===== src/rtl/unary_acc_nch.sv =====
// N-lane unary accumulator: counts ones across all lanes into a saturating counter,
// then replays the total as a single thermometer-coded stream on dout.
module unary_acc_nch #(
    parameter int NCH     = 2,
    parameter int CNT_W   = 5,
    parameter int MAX_CNT = 31
) (
    input  logic             clk,
    input  logic             rst,
    input  logic             en,
    input  logic             read_or_write,
    input  logic [NCH-1:0]   din,
    output logic             dout,
    output logic             C,
    output logic             done,
    output logic [CNT_W-1:0] cnt
);

    localparam int POP_W = $clog2(NCH + 1);
    localparam int SUM_W = CNT_W + POP_W + 1;

    typedef enum logic [1:0] {ST_ACC, ST_EMIT, ST_DONE} state_t;

    state_t           state_q, state_d;
    logic [CNT_W-1:0] cnt_q, cnt_d;
    logic [CNT_W-1:0] rem_q, rem_d;
    logic             dout_q, dout_d;
    logic             c_q, c_d;
    logic             done_q, done_d;
    logic [POP_W-1:0] pop;
    logic [CNT_W:0]   acc_sat;

    function automatic logic [POP_W-1:0] popcount(input logic [NCH-1:0] v);
        logic [POP_W-1:0] p;
        p = '0;
        for (int i = 0; i < NCH; i++) begin
            p = p + POP_W'(v[i]);
        end
        return p;
    endfunction

    // Returns {clipped, value}; the sum is formed wide enough that nothing wraps before the compare.
    function automatic logic [CNT_W:0] sat_add(input logic [CNT_W-1:0] a, input logic [POP_W-1:0] b);
        logic [SUM_W-1:0] sum;
        sum = SUM_W'(a) + SUM_W'(b);
        if (sum > SUM_W'(MAX_CNT)) begin
            return {1'b1, CNT_W'(MAX_CNT)};
        end
        return {1'b0, sum[CNT_W-1:0]};
    endfunction

    always_ff @(posedge clk) begin
        if (rst) begin
            state_q <= ST_ACC;
            cnt_q   <= '0;
            rem_q   <= '0;
            dout_q  <= 1'b0;
            c_q     <= 1'b0;
            done_q  <= 1'b0;
        end else begin
            state_q <= state_d;
            cnt_q   <= cnt_d;
            rem_q   <= rem_d;
            dout_q  <= dout_d;
            c_q     <= c_d;
            done_q  <= done_d;
        end
    end

    always_comb begin
        state_d = state_q;
        if (en) begin
            case (state_q)
                ST_ACC:  if (read_or_write) state_d = ST_EMIT;
                ST_EMIT: begin
                    if (!read_or_write)      state_d = ST_ACC;
                    else if (rem_q == '0)    state_d = ST_DONE;
                end
                ST_DONE: if (!read_or_write) state_d = ST_ACC;
                default: state_d = ST_ACC;
            endcase
        end
    end

    // dout and done default low so they only assert for the cycle that calls for them.
    always_comb begin
        cnt_d   = cnt_q;
        rem_d   = rem_q;
        c_d     = c_q;
        dout_d  = 1'b0;
        done_d  = 1'b0;
        pop     = popcount(din);
        acc_sat = sat_add(cnt_q, pop);
        if (en) begin
            case (state_q)
                ST_ACC: begin
                    if (read_or_write) begin
                        rem_d = cnt_q;
                    end else begin
                        cnt_d = acc_sat[CNT_W-1:0];
                        c_d   = c_q | acc_sat[CNT_W];
                    end
                end
                ST_EMIT: begin
                    if (!read_or_write) begin
                        cnt_d = '0;
                        c_d   = 1'b0;
                        rem_d = '0;
                    end else if (rem_q != '0) begin
                        dout_d = 1'b1;
                        rem_d  = rem_q - CNT_W'(1);
                    end else begin
                        done_d = 1'b1;
                    end
                end
                ST_DONE: begin
                    if (!read_or_write) begin
                        cnt_d = '0;
                        c_d   = 1'b0;
                    end
                end
                default: ;
            endcase
        end
    end

    assign dout = dout_q;
    assign C    = c_q;
    assign done = done_q;
    assign cnt  = cnt_q;

endmodule


===== config.mk =====
export PLATFORM = sky130hd
export DESIGN_NAME = unary_acc_nch
export DESIGN_NICKNAME = d
export VERILOG_FILES = /design/src/rtl/unary_acc_nch.sv
export SDC_FILE = /design/constraint.sdc
export NUM_CORES = 1
export LEC_CHECK = 0
export BUFFER_PORTS_ARGS = -buffer_cell sky130_fd_sc_hd__buf_2
export CAP_MARGIN = 10
export CORE_MARGIN = 2
export CORE_UTILIZATION = 54
export DETAILED_ROUTE_END_ITERATION = 16
export PLACE_DENSITY_LB_ADDON = 0.08
export SLEW_MARGIN = 20
export SYNTH_ARGS = -nofsm -noshare
export SYNTH_HDL_FRONTEND = slang
export SYNTH_SLANG_ARGS = --single-unit

===== constraint.sdc =====
create_clock -name clk -period 2 [get_ports clk]
set_clock_uncertainty 0.1 [all_clocks]
set_input_delay 0.2 -clock clk [delete_from_list [all_inputs] [get_ports clk]]
set_output_delay 0.2 -clock clk [all_outputs]
set_load 0.05 [all_outputs]

Word level (Yosys, flattened, before mapping) --
Index checks and enable logic that the tools add are counted.
Storage, ports and cells: register bits after elaboration 15, output and inout bits 8, word-level logic and storage cells 52
Cells by class: add/subtract/negate cells 3, order comparisons 1, eq/ne operators 8, multiplexer cells 20, bitwise operators 4, reductions and logical operators 10
Operator list (number):
- $mux W5 | 5
- $pmux W5 S2 | 2
- $mux W6 | 2
- $reduce_and A4 Y1 | 3
- $mux W2 | 4
- $ne A2 B2 Y1 const B | 4
- $add A5 B2 Y6 | 1
- $gt A6 B5 Y1 const B | 1
- $ne A3 B3 Y1 const B | 2
- $pmux W2 S3 | 1
- $logic_not A5 Y1 | 1
- $mux W1 | 5
- $reduce_bool A5 Y1 | 1
- $sub A5 B1 Y5 const B | 1
- $reduce_bool A2 Y1 | 2
- $reduce_or A4 Y1 | 1
- $not A1 Y1 | 3
- $add A1 B1 Y2 | 1
- $eq A2 B1 Y1 const B | 1
- $eq A2 B2 Y1 const B | 1
- $logic_not A2 Y1 | 1
- $pmux W1 S2 | 1
- $reduce_or A2 Y1 | 1
- $or A1 B1 Y1 | 1

Depth between registers and ports, before layout --
word-level depth 8, depth in mapped cells 7

Worst setup path after synthesis --
No wires, ideal clock.
path type reg-to-reg, from register cnt_q[0] (netlist: cnt[0]), to register cnt_q[2] (netlist: cnt[2]), data arrival time 1587 ps, required time 1762 ps, slack 175 ps, cell stages (with the launch flop) 6, buffers on the path 0, path through dfxtp_1 > fa_1 > and4_1 > and2_1 > o21ai_0 > a211oi_1
Between the ends: word-level cells in the longest chain between the ends 6
Ends and longest elaborated chain:
- start: declaration | line 25 | logic [CNT_W-1:0] cnt_q, cnt_d;
- start signal: assignment | line 62 | cnt_q <= cnt_d;
- $add A5 B2 Y6 (*) | line 45 | sum = SUM_W'(a) + SUM_W'(b);
- $gt A6 B5 Y1 | line 46 | if (sum > SUM_W'(MAX_CNT)) begin
- $mux W1 | line 46
- $mux W6 (*) | line 49 | return {1'b0, sum[CNT_W-1:0]};
- $mux W5 (*) | line 97 | if (read_or_write) begin
- $pmux W5 S2 (*) | line 95 | case (state_q)
Every way passes the cells marked *; elsewhere a longest branch is shown, timed or not. The select of a mux whose other input is x is not followed. A chain may end at the register's enable or synchronous reset.

Worst setup path after layout --
from register state_q[1], to register cnt_q[2] (netlist: cnt[2])
Between the ends: word-level cells in the longest chain between the ends 4, elaborated cells on any way between the ends 9
Ends and longest elaborated chain:
- start: declaration | line 24 | state_t state_q, state_d;
- start signal: assignment | line 61 | state_q <= state_d;
- $eq A2 B2 Y1 / $eq A2 B1 Y1 (equally long branches) | line 95
- $reduce_or A2 Y1 (no line)
- $ne A2 B2 Y1 (no line) / $reduce_bool A2 Y1 (equally long branches)
- $reduce_and A4 Y1 (no line)
Parallel ways exist; a longest one is shown, timed or not.

==> impl_metrics.json <==
{
  "status": "finished, final reports clean",
  "p_per_area_nw_per_um2": 803,
  "multiInputGateArea_um2": 557,
  "cts_tree": "done",
  "drive_gt1_share_pct": 22.4,
  "dp_hpwl_mm": 1.42,
  "synth_xor_xnor_area_share_pct": 1.96,
  "rows": 14,
  "remaining_drc_errors": 0,
  "synthMuxAreaShare_pct": 4.62,
  "clockPowerShare_pct": 23.2,
  "antennaDiodeCount": 0,
  "whs_path_depth": 2,
  "hp-start": "en",
  "dpl_worst_slack_ns": 0.0822,
  "grt_pass1_vias": 741,
  "worstPathRequired_ns": 2.12,
  "vias": 786,
  "place.port_buffers": 13,
  "io_pins": 14,
  "end_kind": "register",
  "worst-slew-pin-transition_ns": 0.352,
  "grt-ovfl-total": 0,
  "combPwrFrac_pct": 34.1,
  "reg2regPathDepth": 6,
  "yosys.area.top_type": "dfxtp_1",
  "die_w_um": 44.7,
  "synth_top_area_share_pct": 33.6,
  "synth.distinct_cells": 32,
  "hold_buffers": 0,
  "fillers": 135,
  "ys.flop_type": "dfxtp_1",
  "synth_top_family_by_area": "compound AO/OA/AOI/OAI gates",
  "rsz0062_at_grt": "false",
  "sw_frac_of_total_pct": 36.5,
  "whs_ns": 0.127,
  "track_usage_pct": 23.4,
  "cts_buffer_depth": 2,
  "power.switching_uw": 296,
  "clk_pin_slew_ns": 0.10,
  "slew_viol_final": 0,
  "wl_per_cell_um": 15.0,
  "critPathArrivalTime_ns": 1.99,
  "netlist_top_cells_area": "dfxtp_1 34%, ha_1 9.8%, a21oi_1 6.2%, nor2_1 4.2%, mux2i_1 3.4%",
  "h-tree-depth": 1,
  "rrSetupSlack_ns": 0.13,
  "grt_max_degree": 15,
  "synth_fa_ha_area_share_pct": 12.0,
  "dp_cells": 127,
  "ant_nets": 0,
  "p_leak_uw": 0.000425,
  "worst_slack_ns": 0.130,
  "hold_end": "state_q[1]",
  "drt_iter0_drc": 13,
  "nets": 131,
  "yosys_register_bits": 15,
  "core_um2": 1520,
  "async_flop_share_pct": 0,
  "yosysWarnings": 0,
  "clockRootBuffer": "clkbuf_4",
  "area_growth_pct": 13.0,
  "insertion_delay_ns": 0.30,
  "cts_buffers": 3,
  "critPathLaunchType": "register",
  "synth_compound_area_share_pct": 22.1,
  "p_int_uw": 515,
  "hold_viol": 0,
  "clock_sinks": 15,
  "power_uw": 811,
  "seq_area_um2": 300,
  "syn_area_um2": 893,
  "slew_headroom_pct": 76.2,
  "gp_congestion": 0.842,
  "period_needed_ns": 1.87,
  "ir_drop_uv": 543,
  "yosys.area_share.simple_pct": 21.4,
  "synth_edf_count": 0,
  "layout.cells.non_filler": 132,
  "crit_fanout": 7,
  "initial_core_util_pct": 58.6,
  "avgSynthCellArea_um2": 8.93,
  "syn_inst": 100,
  "die_y_um": 44.7,
  "die_area_um2": 2000,
  "antenna_found_initial": 0,
  "synth_fp_nets": 114,
  "reg2reg_from": "state_q[1]",
  "drv_cap": 0,
  "dr.pass1.iters": 4,
  "finalCritPeriodShare_pct": 93.5,
  "timing.fmax_ghz": 0.535,
  "wirelength_mm": 1.98,
  "rr_endpoint": "cnt[2]",
  "yosysSeqAreaShare_pct": 33.6,
  "critPathKind": "reg -> reg",
  "finalSetupTns_ns": 0,
  "via_per_inst": 5.95,
  "hold_path.class": "in -> reg",
  "setup_viol": 0,
  "grt_pass1_wl_mm": 3.31,
  "p_seq_share_pct": 42.7
}
## synth_stat cells (all sizes together), types with 2 or more instances
master	n
dfxtp	15
a21oi	11
nor2	10
ha	7
inv	7
nand2	7
a211oi	4
nor3	4
clkbuf	3
mux2i	3
nor2b	3
o211ai	3
and2	2
nand3	2
nand3b	2
o21ai	2
xor2	2
## stage by stage
| step | area (µm²) | util (%) |
|---|---|---|
| floorplan | 893 | - |
| CTS | 1000 | 65.7 |
| global placement | 975 | 64.0 |
| finish | 1010 | 66.3 |
| detailed placement | 975 | 64.0 |
| global route | 1010 | 66.3 |
## sequential cells by signal, summed over array words and instances (netlist names)
register  count
C             1
cnt           5
done          1
dout          1
rem_q         5
state_q       2
## power by group through the flow
| stage | sequential (µW) | clock [µW] | combinational (µW) |
|---|---|---|---|
| floorplan | 364 | 0 | 192 |
| global placement | 351 | 0 | 263 |
| detailed placement | 353 | 0 | 269 |
| CTS | 346 | 191 | 272 |
| global route | 349 | 197 | 306 |
| finish | 346 | 188 | 277 |
## timing repair
action,in CTS,in global routing
resized for setup,0,1
endpoints found under the setup margin,0,6
setup buffers,0,1
endpoints found under the hold margin,0,0
## layout by cell type, fill, tap and decap left out, types with 2 or more instances in the layout
cell type	n
a21oi_1	11
nor2b_1	3
mux2i_1	3
o21ai_0	2
nand2_1	7
nand3_1	2
nor3_1	3
clkbuf_4	3
nand3b_1	2
nor2_1	10
a211oi_2	2
ha_1	7
buf_2	13
a211oi_1	2
inv_1	7
xor2_1	2
buf_4	2
o211ai_1	3
and2_1	2
dfxtp_1	15
## routing by layer
layer	track usage, %	part of all wire, %	vias to the layer above	wire length, µm
met5	0	0	-	0
met4	15.2	2.9	0	57
met3	4.08	3.5	7	70
met2	37.7	48	16	946
met1	28.4	46	373	902
li1	-	-	390	-
## worst max-delay path by stage
stage,startpoint,endpoint,slack (ns),depth (start not counted)
floorplan,cnt[0],cnt[2],0.17,5
global placement,state_q[0],C,0.17,6
detailed placement,state_q[0],C,0.08,6
CTS,state_q[1],cnt[2],0.05,6
global route,state_q[0],cnt[2],0.001,6
finish,state_q[1],cnt[2],0.13,6
## cells by family after synthesis
logic type / Yosys count
simple gates: 35
compound gates: 26
flops: 15
buf+inv: 10
fa+ha+maj: 8
mux: 4
xor+xnor: 2
## critical path: stages (launching register included)
cell	delay, ns
dfxtp_1	0.42
inv_1	0.10
ha_1	0.34
o21ai_0	0.22
and3b_2	0.30
a21oi_1	0.09
a211oi_1	0.21
## layout make-up
| type | instances | area share, % |
|---|---|---|
| Inverter | 7 | 2.60 |
| Clock buffer | 4 | 2.60 |
| Timing Repair Buffer | 15 | 7.93 |
| Multi-Input combinational cell | 75 | 55.1 |
| Sequential cell | 15 | 29.7 |
| Tap cell | 16 | 1.98 |
No activity file was read; power rests on OpenSTA's default activity.
